File: src/rtl/i2c_slave.sv
// I2C target: START/STOP detection, 7-bit address match, byte receive with ACK and
// byte transmit with master ACK/NACK handling. Bus pins are synchronised to clk.
module i2c_slave #(
  parameter logic [6:0] ADDR = 7'h50
) (
  input  logic       clk,
  input  logic       rst,
  input  logic       sclk,
  input  logic       sda_in,
  output logic       sda_out,
  input  logic [7:0] tx_data,
  output logic       tx_load,
  output logic [7:0] rx_data,
  output logic       rx_valid,
  output logic       rw,
  output logic [2:0] state
);

  typedef enum logic [2:0] {
    StIdle    = 3'd0,
    StAddr    = 3'd1,
    StAckAddr = 3'd2,
    StRx      = 3'd3,
    StAckRx   = 3'd4,
    StTx      = 3'd5,
    StAckTx   = 3'd6
  } state_e;

  state_e     state_q;
  // [0] first flop, [1] synchronised value, [2] previous synchronised value
  logic [2:0] sclk_sync_q, sda_sync_q;
  logic [3:0] cnt_q;
  logic [7:0] shift_q;
  logic       sda_out_q, tx_load_q, rx_valid_q, rw_q;
  logic [7:0] rx_data_q;

  logic sclk_rise, sclk_fall, start_det, stop_det, sda_s;

  assign sda_s     = sda_sync_q[1];
  assign sclk_rise = sclk_sync_q[1] & ~sclk_sync_q[2];
  assign sclk_fall = ~sclk_sync_q[1] & sclk_sync_q[2];
  assign start_det = sclk_sync_q[1] & sda_sync_q[2] & ~sda_sync_q[1];
  assign stop_det  = sclk_sync_q[1] & ~sda_sync_q[2] & sda_sync_q[1];

  always_ff @(posedge clk) begin
    if (rst) begin
      sclk_sync_q <= 3'b111;
      sda_sync_q  <= 3'b111;
    end else begin
      sclk_sync_q <= {sclk_sync_q[1:0], sclk};
      sda_sync_q  <= {sda_sync_q[1:0], sda_in};
    end
  end

  always_ff @(posedge clk) begin
    if (rst) begin
      state_q    <= StIdle;
      cnt_q      <= 4'd0;
      shift_q    <= 8'd0;
      sda_out_q  <= 1'b1;
      tx_load_q  <= 1'b0;
      rx_valid_q <= 1'b0;
      rx_data_q  <= 8'd0;
      rw_q       <= 1'b0;
    end else begin
      tx_load_q  <= 1'b0;
      rx_valid_q <= 1'b0;
      if (stop_det) begin
        state_q   <= StIdle;
        sda_out_q <= 1'b1;
      end else if (start_det) begin
        state_q   <= StAddr;
        cnt_q     <= 4'd0;
        sda_out_q <= 1'b1;
      end else begin
        case (state_q)
          StIdle: sda_out_q <= 1'b1;
          StAddr: begin
            if (sclk_rise) begin
              shift_q <= {shift_q[6:0], sda_s};
              cnt_q   <= cnt_q + 4'd1;
              if (cnt_q == 4'd7) begin
                if (shift_q[6:0] == ADDR) rw_q <= sda_s;
                else state_q <= StIdle;
              end
            end else if (sclk_fall && cnt_q == 4'd8) begin
              sda_out_q <= 1'b0;
              state_q   <= StAckAddr;
            end
          end
          StAckAddr: begin
            if (sclk_fall) begin
              cnt_q <= 4'd0;
              if (rw_q) begin
                state_q   <= StTx;
                tx_load_q <= 1'b1;
                // Remaining bits are kept MSB-aligned; sda_out already carries bit 7
                shift_q   <= {tx_data[6:0], 1'b1};
                sda_out_q <= tx_data[7];
              end else begin
                state_q   <= StRx;
                sda_out_q <= 1'b1;
              end
            end
          end
          StRx: begin
            if (sclk_rise) begin
              shift_q <= {shift_q[6:0], sda_s};
              cnt_q   <= cnt_q + 4'd1;
              if (cnt_q == 4'd7) begin
                rx_data_q  <= {shift_q[6:0], sda_s};
                rx_valid_q <= 1'b1;
              end
            end else if (sclk_fall && cnt_q == 4'd8) begin
              sda_out_q <= 1'b0;
              state_q   <= StAckRx;
            end
          end
          StAckRx: begin
            if (sclk_fall) begin
              sda_out_q <= 1'b1;
              cnt_q     <= 4'd0;
              state_q   <= StRx;
            end
          end
          StTx: begin
            if (sclk_rise) begin
              cnt_q <= cnt_q + 4'd1;
            end else if (sclk_fall) begin
              if (cnt_q == 4'd8) begin
                sda_out_q <= 1'b1;
                state_q   <= StAckTx;
              end else begin
                sda_out_q <= shift_q[7];
                shift_q   <= {shift_q[6:0], 1'b1};
              end
            end
          end
          StAckTx: begin
            if (sclk_rise) begin
              if (sda_s) begin
                state_q   <= StIdle;
                sda_out_q <= 1'b1;
              end else begin
                cnt_q <= 4'd9;  // master ACKed: reload on the next falling edge
              end
            end else if (sclk_fall && cnt_q == 4'd9) begin
              cnt_q     <= 4'd0;
              tx_load_q <= 1'b1;
              shift_q   <= {tx_data[6:0], 1'b1};
              sda_out_q <= tx_data[7];
              state_q   <= StTx;
            end
          end
          default: begin
            state_q   <= StIdle;
            sda_out_q <= 1'b1;
          end
        endcase
      end
    end
  end

  assign sda_out  = sda_out_q;
  assign tx_load  = tx_load_q;
  assign rx_data  = rx_data_q;
  assign rx_valid = rx_valid_q;
  assign rw       = rw_q;
  assign state    = state_q;

endmodule
File: config.mk
export PLATFORM = sky130hd
export DESIGN_NAME = i2c_slave
export DESIGN_NICKNAME = d
export VERILOG_FILES = /design/src/rtl/i2c_slave.sv
export SDC_FILE = /design/constraint.sdc
export NUM_CORES = 1
export LEC_CHECK = 0
export BUFFER_PORTS_ARGS = -buffer_cell sky130_fd_sc_hd__buf_2
export CAP_MARGIN = 20
export CORE_ASPECT_RATIO = 1.4
export CORE_UTILIZATION = 35
export CTS_CLUSTER_DIAMETER = 200
export DETAILED_ROUTE_END_ITERATION = 8
export PLACE_DENSITY = 0.54
export SLEW_MARGIN = 10
export SYNTH_ARGS = -nofsm -noshare
export SYNTH_HDL_FRONTEND = slang
export SYNTH_SLANG_ARGS = --single-unit
File: constraint.sdc
create_clock -name clk -period 1.87 [get_ports clk]
set_clock_uncertainty 0.2 [all_clocks]
set_input_delay 0.187 -clock clk [delete_from_list [all_inputs] [get_ports clk]]
set_output_delay 0.187 -clock clk [all_outputs]
set_load 0.01 [all_outputs]
======== After elaboration in Yosys (flattened, before gate mapping) ========
Index checks and enable logic that the tools add are counted.
storage, ports and cells
  output and inout port bits .............. 15
  bits in registers ....................... 33
  logic and storage cells ................. 141
cells by class
  mux-type cells .......................... 51
  reduce and logical (&&, ||, !) cells .... 18
  add/subtract/negate cells ............... 1
  equal/unequal tests ..................... 45
  bitwise gates (word level) .............. 15
operator list
  cell                  number
  $mux W8               8
  $mux W3               15
  $ne A3 B3 Y1 const B  12
  $pmux W8 S4           1
  $ne A2 B2 Y1 const B  13
  $reduce_and A13 Y1    2
  $mux W4               6
  $ne A4 B4 Y1 const B  6
  $pmux W3 S7           1
  $mux W1               17
  $pmux W4 S3           1
  $reduce_and A6 Y1     2
  $reduce_and A11 Y1    1
  $eq A3 B3 Y1 const B  3
  $not A1 Y1            9
  $eq A4 B4 Y1 const B  2
  $reduce_and A8 Y1     1
  $reduce_bool A4 Y1    2
  $eq A7 B7 Y1 const B  1
  $and A1 B1 Y1         6
  $eq A3 B2 Y1 const B  2
  $ne A3 B1 Y1 const B  2
  $reduce_or A2 Y1      3
  $reduce_or A3 Y1      2
  other kinds (10)      12

======== Longest topological paths before layout ========
Gate-level depths: netlist (run 1).
  depth in word-level cells ............... 7
  gate-level depth with buffers ........... 8

======== Worst setup path before layout (run 1) ========
OpenSTA, ideal clock, no wires.
  kind .................................... reg-to-reg
  start point ............................. reg state_q[0], in the netlist state[0]
  end point ............................... reg rx_data_q[0], in the netlist rx_data[0]
  stages on the path, launching flop included .. 7
  library setup time ...................... 0.128 ns
  clock period less this slack ............ 1.918 ns
  slack ................................... -0.048 ns
  arrival ................................. 1.591 ns
  path through ............................ dfxtp_1 buf_2 and2b_1 nand3_4 nor4_4 mux2i_1 nor2_1
on the way
  longest elaborated chain between the ends .. 2
RTL lines
  item                                RTL line  text
  from (decl)                         29        state_e state_q;
  from (signal assigned)              57        state_q <= StIdle;
  from (signal assigned)              69        state_q <= StIdle;
  from (signal assigned)              72        state_q <= StAddr;
  $eq A3 B2 Y1                        76        case (state_q)
  $reduce_and A5 Y1 (no source line)  -
  to (signal assigned)                111       rx_data_q <= {shift_q[6:0], sda_s};
  to (decl)                           35        logic [7:0] rx_data_q;
No other way between the ends.
A chain may end at the register's enable or synchronous reset.

======== Final worst setup path (run 1) ========
  start point ............................. reg cnt_q[1]
  end point ............................... reg state_q[2], in the netlist state[2]
on the way
  longest elaborated chain between the ends .. 4
  elaborated cells on any way between the ends .. 11
  those cells by class .................... eq/ne (8); reduce/logical (3)
RTL lines
  item                                                           RTL line      text
  from (decl)                                                    32            logic [3:0] cnt_q;
  from (signal assigned)                                         81            cnt_q <= cnt_q + 4'd1;
  from (signal assigned)                                         109           cnt_q <= cnt_q + 4'd1;
  from (signal assigned)                                         128           cnt_q <= cnt_q + 4'd1;
  $eq A4 B4 Y1, on equally long branches                         -
  $logic_and A1 B1 Y1, on equally long branches                  147, 86, 114
  $ne A3 B3 Y1 (no source line) or $ne A2 B2 Y1 (tied branches)  -
  $reduce_and A13 Y1 (no source line) (*)                        -
  to (signal assigned)                                           142           state_q <= StIdle;
  to (signal assigned)                                           152           state_q <= StTx;
  to (signal assigned)                                           156           state_q <= StIdle;
Mark *: on every way between the ends. The rest lies on a longest branch, timed or not.

==> impl_metrics.yaml, run 1 <==
synth:
  ys_ff_latch: 33
  syn_nets: 228
  synth-async-reset-ratio: 0
  yosysWarnings: 0
  yosysTopAreaCell: "dfxtp_1"
  yosys-top-cells-area: "dfxtp_1 (35%), mux2i_1 (9.7%), a21oi_1 (5.6%)"
  synth_commonest_cells: "dfxtp_1 (33), a21oi_1 (21), mux2i_1 (18), nor2_1 (18), buf_2 (10)"
  synth_cell_types: 56
  synthSimpleGateAreaFrac: 0.226
  synth.area.mux_share: 0.103
  synth_edf_count: 0
  synth.most_common_cell: "dfxtp_1"
  synth_xor_area_frac: 0.0141
  synth_top_family_by_area: "compound AO/OA/AOI/OAI gates"
  synth_top_area_frac: 0.355
  postSynthCellCount: 213
  yosys_most_used_dff: "dfxtp_1"
  syn-cell-area_um2: 1860
  synth-adder-area-share: 0.0202
  synth-compound-area-share: 0.231
  yosysSeqAreaShare: 0.355
  avgSynthCellArea_um2: 8.74
timing:
  worst_pin_slew_ns: 0.380
  hold_viol: 0
  max_slew_margin: 0.746
  rsz0062_at_grt: "yes"
  fin_crit_ns: 1.87
  fin_crit_sh: 1.00
  fin_ws_ns: -0.00286
  setup_viol: 1
  max_freq_mhz: 534
  maxSlewViolCount: 0
hold_path:
  holdPathStages: 3
  hold_path_class: "input pin to register"
  min_to: "shift_q[5]$_SDFFE_PP0P_"
  min_from: "tx_data[4]"
critical_path:
  reg2reg_slack_ns: -0.003
  criticalPathCategory: "register to register"
  worstPathRequired_ns: 1.84
  crit_path_end_kind: "register"
  worstReg2RegStart: "cnt_q[1]$_SDFFE_PP0P_"
  rr_worst_depth: 7
  r2r_end: "state[2]$_SDFFE_PP0P_"
  worst-path-max-fanout: 4
  cp.arrival_ns: 1.84
  worstSetupStartpointType: "register"
route:
  drt-initial-drc-count: 90
  firstDrtPassIters: 4
  ant_nets: 0
  wl_um: 5120
  wire_per_inst_um: 14.8
  drc: 0
  via_per_inst: 5.40
  via_count: 1869
placed_design:
  postPlaceCellArea_um2: 2350
  dpl.hpwl_um: 3600
  io_buffers: 26
  gp_congestion: 0.862
  dp.cells: 333
finish:
  layout.nets: 294
  area_delta_synth_final_pct: 43.8
  drive_gt1_frac: 0.454
  post-route-cell-area_um2: 2680
  fin_util: 0.519
  fin_cells: 346
  insertedDiodeCount: 0
global_routing:
  grt_max_degree: 30
  grt_pass1_wl_um: 8420
  grt_pass1_vias: 1778
  antenna_found_initial: 0
  grt_overflow: 0
  grt_usage: 0.192
floorplanning:
  die_h_um: 88.3
  ios: 27
  initial_utilization: 0.361
  fp.dieW_um: 63.6
  core_area_um2: 5160
  num_rows: 31
  die_area_um2: 5620
clocking:
  insertion_delay_ns: 0.29
  cts_tree: "done"
  h-tree-depth: 2
  clkSinkCount: 33
  clk_pin_slew_ns: 0.08
  clockBufferDepth: 2
  clockRootBuffer: "clkbuf_8"
  cts_made_buffers: 5
pwr:
  switchingPower_mw: 0.372
  power_leakage_nw: 1.01
  clkPwrFrac: 0.452
  swShare: 0.241
  comb_power_share: 0.084
  peakVddDrop_uv: 420
  p_int_mw: 1.17
  power_density_nw_per_um2: 575
  power.total_mw: 1.54
  sequentialPowerShare: 0.464
flow_run:
  maxCapViolations: 0
status:
  violations: "setup timing"
  status: "finished with violations"
## cell usage in the layout (no fill, tap or decap), types with 3 or more instances in the layout
master,count
a21oi_1,16
o21ai_0,7
dfxtp_2,5
or2_2,6
nand4_1,5
o22ai_1,3
clkbuf_8,5
buf_2,26
nand3_1,3
buf_6,4
a21oi_2,5
mux2i_1,18
nor2_1,17
nor3_1,3
buf_4,37
nand2_1,8
nor2b_1,3
nand2b_1,3
nand3b_1,4
dfxtp_1,26
inv_1,4
a311oi_1,6
a31oi_2,3
## sequential cells by signal, indices dropped and copies added, names as in the netlist
signal       count
sclk_sync_q      3
tx_load          1
sda_sync_q       3
rx_valid         1
shift_q          8
sda_out          1
rw               1
state            3
cnt_q            4
rx_data          8
## what timing repair did
action / 4_1_cts / 5_1_grt
setup endpoints to repair: 21 / 25
gates resized for setup: 13 / 27
pin swaps: 3 / 8
gates cloned: 1 / 1
hold buffers: 2 / 0
setup buffers: 0 / 1
endpoints found under the hold margin: 2 / 0
## critical path, stage by stage (launching register included)
cell,delay (ns)
dfxtp_2,0.35
inv_2,0.04
ha_1,0.16
and3b_2,0.23
a221o_1,0.29
o41a_1,0.15
o311a_1,0.19
mux2i_1,0.14
## power by group through the flow
stage	logic, mW	registers, mW	clock network (mW)
after CTS	0.120	0.716	0.707
after global routing	0.141	0.716	0.737
final	0.129	0.714	0.696
after detailed placement	0.107	0.732	0
after floorplan	0.0638	0.730	0
after global placement	0.107	0.732	0
## area by class of cell
cell class / instances / area, um2
Inverter: 6 / 22.5
Sequential cell: 33 / 674
Timing Repair Buffer: 72 / 538
Multi-Input combinational cell: 161 / 1240
Tap cell: 66 / 82.6
Clock buffer: 5 / 68.8
Clock inverter: 3 / 46.3
Fill cell: 484 / 2480
## worst max path at each step
stage / start / to / slack [ns]
finish: cnt_q[1]$_SDFFE_PP0P_ / state[2]$_SDFFE_PP0P_ / -0.003
global route: cnt_q[0]$_SDFFE_PP0P_ / rx_data[7]$_SDFFE_PP0P_ / -0.06
detailed placement: state[2]$_SDFFE_PP0P_ / shift_q[1]$_SDFFE_PP0P_ / -0.11
CTS: cnt_q[0]$_SDFFE_PP0P_ / rx_data[1]$_SDFFE_PP0P_ / 0.002
global placement: state[2]$_SDFFE_PP0P_ / shift_q[1]$_SDFFE_PP0P_ / -0.08
floorplan: state[0]$_SDFFE_PP0P_ / rx_data[0]$_SDFFE_PP0P_ / -0.03
## routing by layer
| metal | wire, um | share of wire | vias to the layer above | track usage |
|---|---|---|---|---|
| met5 | 0 | 0 | - | 0 |
| met4 | 77 | 0.015 | 0 | 0.0640 |
| met3 | 179 | 0.035 | 7 | 0.0284 |
| met2 | 2600 | 0.51 | 43 | 0.352 |
| met1 | 2260 | 0.44 | 896 | 0.227 |
| li1 | - | - | 923 | - |
## stage by stage
stage,setup slack (ns),hold WS [ns],TNS (ns)
after CTS,0.00180,0.0510,0
after global routing,-0.0598,0.0812,-0.469
after floorplan,-0.0270,0.0908,-0.216
after detailed placement,-0.111,0.175,-0.543
final,-0.00286,0.0467,-0.00286
after global placement,-0.0772,0.168,-0.404
## cell families after synthesis
| family | count (synthesis) |
|---|---|
| xor+xnor | 3 |
| flops | 33 |
| mux | 19 |
| buf+inv | 20 |
| compound gates | 64 |
| simple gates | 71 |
| fa+ha+maj | 3 |
Note: power is estimated with default switching activity, not from simulation.
==> run 2, diff against run 1 <==
--- a/config.mk
+++ b/config.mk
@@ -5,6 +5,7 @@
 export SDC_FILE = /design/constraint.sdc
 export NUM_CORES = 1
 export LEC_CHECK = 0
+export ABC_AREA = 1
 export BUFFER_PORTS_ARGS = -buffer_cell sky130_fd_sc_hd__buf_2
 export CAP_MARGIN = 20
 export CORE_ASPECT_RATIO = 1.4
==> impl_metrics.yaml, run 2 <==
timing:
  hold_viol: 0
  fin_ws_ns: 0.109
  maxSlewViolCount: 0
  max_slew_margin: 0.806
  setup_viol: 0
  fin_crit_sh: 0.942
  fin_crit_ns: 1.76
  max_freq_mhz: 568
  worst_pin_slew_ns: 0.290
route:
  wire_per_inst_um: 13.6
  wl_um: 5480
  firstDrtPassIters: 4
  via_count: 1978
  drc: 0
  via_per_inst: 4.90
  ant_nets: 0
  drt-initial-drc-count: 60
critical_path:
  crit_chain: "buf_12 -> inv_2 -> nand3_4 -> o21ai_1 -> nand2_1 -> nand2_1 -> nor2_1 -> nand2_2 -> o21ai_0 -> nor2_1"
  criticalPathCategory: "register to register"
  crit_path_end_kind: "register"
  path_buf_inv: 2
  crit_slowest_cell: "dfxtp_1"
  slowest_delay_ns: 0.36
  worst-path-max-fanout: 11
  worstPathRequired_ns: 1.85
  cp.arrival_ns: 1.74
  worstSetupStartpointType: "register"
  crit_family: "simple AND/OR/NAND/NOR gates"
clocking:
  clockBufferDepth: 2
  insertion_delay_ns: 0.29
  cts_tree: "done"
  clk_pin_slew_ns: 0.07
  clkSinkCount: 33
  clockRootBuffer: "clkbuf_8"
  cts_made_buffers: 5
  h-tree-depth: 2
pwr:
  power_density_nw_per_um2: 1090
  peakVddDrop_uv: 531
  clkPwrFrac: 0.208
  sequentialPowerShare: 0.346
  comb_power_share: 0.446
  power_leakage_nw: 1.14
  switchingPower_mw: 1.18
  p_int_mw: 1.60
  power.total_mw: 2.78
  swShare: 0.425
global_routing:
  grt_pass1_wl_um: 8710
  grt_max_degree: 16
  grt_usage: 0.190
  antenna_found_initial: 0
  grt_overflow: 0
  grt_pass1_vias: 1871
synth:
  synth_top_area_frac: 0.328
  yosys_most_used_dff: "dfxtp_1"
  synth_cell_types: 33
  ys_ff_latch: 33
  syn_nets: 303
  synth_commonest_cells: "nand2_1 (55), nor2_1 (37), dfxtp_1 (33)"
  yosysSeqAreaShare: 0.328
  yosys-top-cells-area: "dfxtp_1 (33%), nand2_1 (10%), nor2_1 (6.9%)"
  synth-compound-area-share: 0.161
  synth.area.mux_share: 0
  yosysTopAreaCell: "dfxtp_1"
  synthSimpleGateAreaFrac: 0.394
  synth_edf_count: 0
  syn-cell-area_um2: 2020
  avgSynthCellArea_um2: 7.00
  synth-adder-area-share: 0.0186
  synth-async-reset-ratio: 0
  synth.most_common_cell: "nand2_1"
  yosysWarnings: 0
  synth_top_family_by_area: "simple AND/OR/NAND/NOR gates"
  postSynthCellCount: 288
  synth_xor_area_frac: 0
finish:
  fillerInstances: 593
  regArea_um2: 672
  drive_gt1_frac: 0.327
  multi_input_area_um2: 1230
  fin_util: 0.460
  final_common_cell: "nand2_1"
  area_delta_synth_final_pct: 26.1
  layout.nets: 351
  insertedDiodeCount: 0
  final_cell_mix: "nand2_1 (51), nor2_1 (34), dfxtp_1 (28), buf_2 (26)"
  fin_cells: 404
floorplanning:
  die_area_um2: 6070
  fp.dieW_um: 66.2
  die_h_um: 91.8
  num_rows: 32
  initial_utilization: 0.365
  core_area_um2: 5530
  ios: 27
placed_design:
  dp.cells: 388
  io_buffers: 26
  dpl.hpwl_um: 3980
  gp_congestion: 0.918
  pre_cts_slack_ns: -0.0417
flow_run:
  maxCapViolations: 0
hold_path:
  hold_path_class: "input pin to register"
status:
  status: "finished, final reports clean"
==> run 2: changes by cell type after synthesis, moves of 7 or more <==
cell,change
inv_1,+20
buf_2,-10
mux2i_1,-18
a311oi_1,-8
nand3_1,+22
nor3_1,+9
inv_2,+7
nor2_1,+19
a21oi_1,-8
o21ai_1,+7
o21ai_0,+12
nand2_1,+46
==> run 2: area by class of cell <==
type / instances / area share
multi-input cells: 214 / 0.482
flip-flops and latches: 33 / 0.264
clock buffers: 6 / 0.0325
clock inverters: 1 / 0.00295
inverters: 36 / 0.0571
well taps: 68 / 0.0334
repair buffers: 46 / 0.128
==> run 2: through the flow <==
step           hold slack, ns  cell area, um2  TNS [ns]
2_1_floorplan          0.0908            2020         0
3_3_place_gp            0.170            2310  -0.00433
3_5_place_dp            0.174            2310    -0.168
4_1_cts                0.0494            2440         0
5_1_grt                0.0850            2540  -0.00141
6_report               0.0588            2540         0
==> run 2: final timing paths <==
kind                                  from                       end  slack [ns]  cells past startpoint
hold / removal                  tx_data[5]   shift_q[6]$_SDFFE_PP0P_        0.06                      5
setup reg to reg     state[2]$_SDFFE_PP0P_     cnt_q[0]$_SDFFE_PP0P_        0.11                     10
hold reg to reg   sda_sync_q[0]$_SDFF_PP1_  sda_sync_q[1]$_SDFF_PP1_        0.21                      1
setup / recovery     state[2]$_SDFFE_PP0P_     cnt_q[0]$_SDFFE_PP0P_        0.11                     10
==> run 2: power by group through the flow <==
| stage | clock, mW | sequential, mW | combinational, mW |
|---|---|---|---|
| 2_1_floorplan | 0 | 0.948 | 0.867 |
| 3_3_place_gp | 0 | 0.965 | 1.18 |
| 3_5_place_dp | 0 | 0.966 | 1.18 |
| 4_1_cts | 0.597 | 0.953 | 1.19 |
| 5_1_grt | 0.620 | 0.977 | 1.40 |
| 6_report | 0.577 | 0.963 | 1.24 |
==> run 2: kinds of logic after synthesis <==
logic type	after synthesis
and+or+nand+nor	156
AOI/OAI and AO/OA	53
DFF	33
adders and majority gates	3
buffers and inverters	43
==> run 2: worst register-to-register path, stage by stage, from the launching register on <==
cell	delay, ns
dfxtp_1	0.36
buf_12	0.16
inv_2	0.06
nand3_4	0.09
o21ai_1	0.11
nand2_1	0.09
nand2_1	0.05
nor2_1	0.17
nand2_2	0.12
o21ai_0	0.19
nor2_1	0.05
==> run 2: layer usage <==
layer  vias to the layer above  track usage  wire (um)
met5                         -            0          0
li1                       1040            -          -
met4                         0       0.0780        146
met2                        35        0.333       2850
met1                       891        0.218       2350
met3                        12       0.0348        129
==> run 2: what timing repair did <==
item | 4_1_cts | 5_1_grt
gates cloned | 1 | 1
hold endpoints to repair | 4 | 0
setup endpoints to repair | 13 | 23
pin swaps | 1 | 5
hold buffers | 3 | 0
buffers inserted | 0 | 4
gates resized for setup | 1 | 25
==> run 3, diff against run 2 <==
--- a/config.mk
+++ b/config.mk
@@ -8,11 +8,13 @@
 export ABC_AREA = 1
 export BUFFER_PORTS_ARGS = -buffer_cell sky130_fd_sc_hd__buf_2
 export CAP_MARGIN = 20
+export CELL_PAD_IN_SITES_DETAIL_PLACEMENT = 1
+export CELL_PAD_IN_SITES_GLOBAL_PLACEMENT = 2
 export CORE_ASPECT_RATIO = 1.4
-export CORE_UTILIZATION = 35
+export CORE_UTILIZATION = 29
 export CTS_CLUSTER_DIAMETER = 200
 export DETAILED_ROUTE_END_ITERATION = 8
-export PLACE_DENSITY = 0.54
+export PLACE_DENSITY = 0.75
 export SLEW_MARGIN = 10
 export SYNTH_ARGS = -nofsm -noshare
 export SYNTH_HDL_FRONTEND = slang
==> impl_metrics.yaml, run 3 (synthesized netlist as in run 2, its figures left out) <==
status:
  status: "finished, final reports clean"
finish:
  final_cell_mix: "nand2_1 (49), nor2_1 (32), dfxtp_1 (26), buf_2 (26), nand3_1 (22)"
  final_common_cell: "nand2_1"
  layout.nets: 354
  insertedDiodeCount: 0
  area_delta_synth_final_pct: 33.4
  drive_gt1_frac: 0.385
  fin_cells: 432
critical_path:
  crit_chain: "buf_12 -> nand3_4 -> buf_4 -> inv_2 -> a21oi_4 -> nand3_4 -> nor2_8 -> nand2_2 -> a21oi_2"
  worstSetupStartpointType: "register"
  worst-path-max-fanout: 8
  cp.arrival_ns: 1.81
  slowest_delay_ns: 0.38
  worstPathRequired_ns: 1.90
  crit_path_end_kind: "register"
  criticalPathCategory: "register to register"
  crit_slowest_cell: "dfxtp_4"
  crit_top_cell: "nand3_4"
route:
  via_count: 2066
  wire_per_inst_um: 15.4
  drt-initial-drc-count: 60
  via_per_inst: 4.78
  wl_um: 6650
  ant_nets: 0
  firstDrtPassIters: 4
  drc: 0
placed_design:
  gp_congestion: 0.883
  io_buffers: 26
  dpl.hpwl_um: 5110
  dp.cells: 416
global_routing:
  grt_pass1_vias: 2092
  grt_overflow: 0
  grt_usage: 0.192
  grt_pass1_wl_um: 10500
  antenna_found_initial: 0
  grt_max_degree: 19
clocking:
  clk_pin_slew_ns: 0.08
  cts_tree: "done"
  clockRootBuffer: "clkbuf_8"
  h-tree-depth: 2
  cts_made_buffers: 5
  clkSinkCount: 33
  insertion_delay_ns: 0.29
  clockBufferDepth: 2
flow_run:
  maxCapViolations: 0
floorplanning:
  fp.dieW_um: 72.5
  initial_utilization: 0.303
  core_area_um2: 6660
  ios: 27
  die_h_um: 101
  num_rows: 35
  die_area_um2: 7300
timing:
  max_freq_mhz: 561
  maxSlewViolCount: 0
  worst_pin_slew_ns: 0.293
  fin_crit_ns: 1.78
  fin_crit_sh: 0.953
  hold_viol: 0
  setup_viol: 0
  timing.hold.ws_ns: 0.0558
  max_slew_margin: 0.803
pwr:
  peakVddDrop_uv: 504
  power.total_mw: 3.09
  power_density_nw_per_um2: 1150
  power_leakage_nw: 1.17
hold_path:
  hold_path_class: "input pin to register"
==> run 3: changes by cell type in the layout (fill, tap and decap cells not counted), sizes merged <==
cell | previous run | this run
bufinv | 0 | 1
clkbuf | 6 | 5
nand3 | 31 | 32
inv | 35 | 36
nor2 | 45 | 44
buf | 43 | 46
==> run 3: through the flow <==
stage	cell area, um2	utilization	setup TNS (ns)	setup slack, ns
floorplan	2020	-	0	0.182
global placement	2370	0.356	-0.0952	-0.0952
detailed placement	2370	0.356	-0.120	-0.109
CTS	2520	0.379	0	0.0276
global route	2690	0.404	-0.0926	-0.0318
finish	2690	0.404	0	0.0878
==> run 3: metal layers <==
metal | global-route usage | wire length, um | vias to the layer above
met5 | 0 | 0 | -
met4 | 0.0980 | 256 | 0
met3 | 0.0280 | 128 | 18
met2 | 0.357 | 3640 | 34
met1 | 0.205 | 2630 | 969
li1 | - | - | 1045
==> run 3: layout make-up <==
cell class                      count  area (um2)
Clock buffer                        5        68.8
Inverter                           36         143
Tap cell                           92         115
Fill cell                         872        3970
Timing Repair Buffer               49         348
Sequential cell                    33         674
Multi-Input combinational cell    214        1300
Clock inverter                      3        46.3
==> run 3: repair_timing <==
action,CTS,global route
setup buffers,0,3
gates cloned,0,2
hold buffers,3,0
endpoints found under the setup margin,15,24
endpoints found under the hold margin,3,0
pin swaps,0,11
resized for setup,5,43
==> run 3: critical path: cells and delay by family (launching register included) <==
kind,cells,cell delay (ns)
compound gates,2,0.34
buf+inv,3,0.30
simple gates,4,0.50
flops,1,0.38
==> run 3: worst paths after layout <==
path	start	end	slack [ns]	depth (start not counted)
worst max register to register	state[1]$_SDFFE_PP0P_	shift_q[0]$_SDFFE_PP0P_	0.09	9
worst min-delay path	tx_data[1]	shift_q[2]$_SDFFE_PP0P_	0.06	5
worst max-delay path	state[1]$_SDFFE_PP0P_	shift_q[0]$_SDFFE_PP0P_	0.09	9
worst min register to register	sclk_sync_q[0]$_SDFF_PP1_	sclk_sync_q[1]$_SDFF_PP1_	0.21	1
==> run 3: where the power goes <==
group / internal (mW) / switching [mW] / total, mW
clock: 0.399 / 0.304 / 0.704
combinational: 0.514 / 0.897 / 1.41
sequential: 0.849 / 0.126 / 0.974
total: 1.76 / 1.33 / 3.09
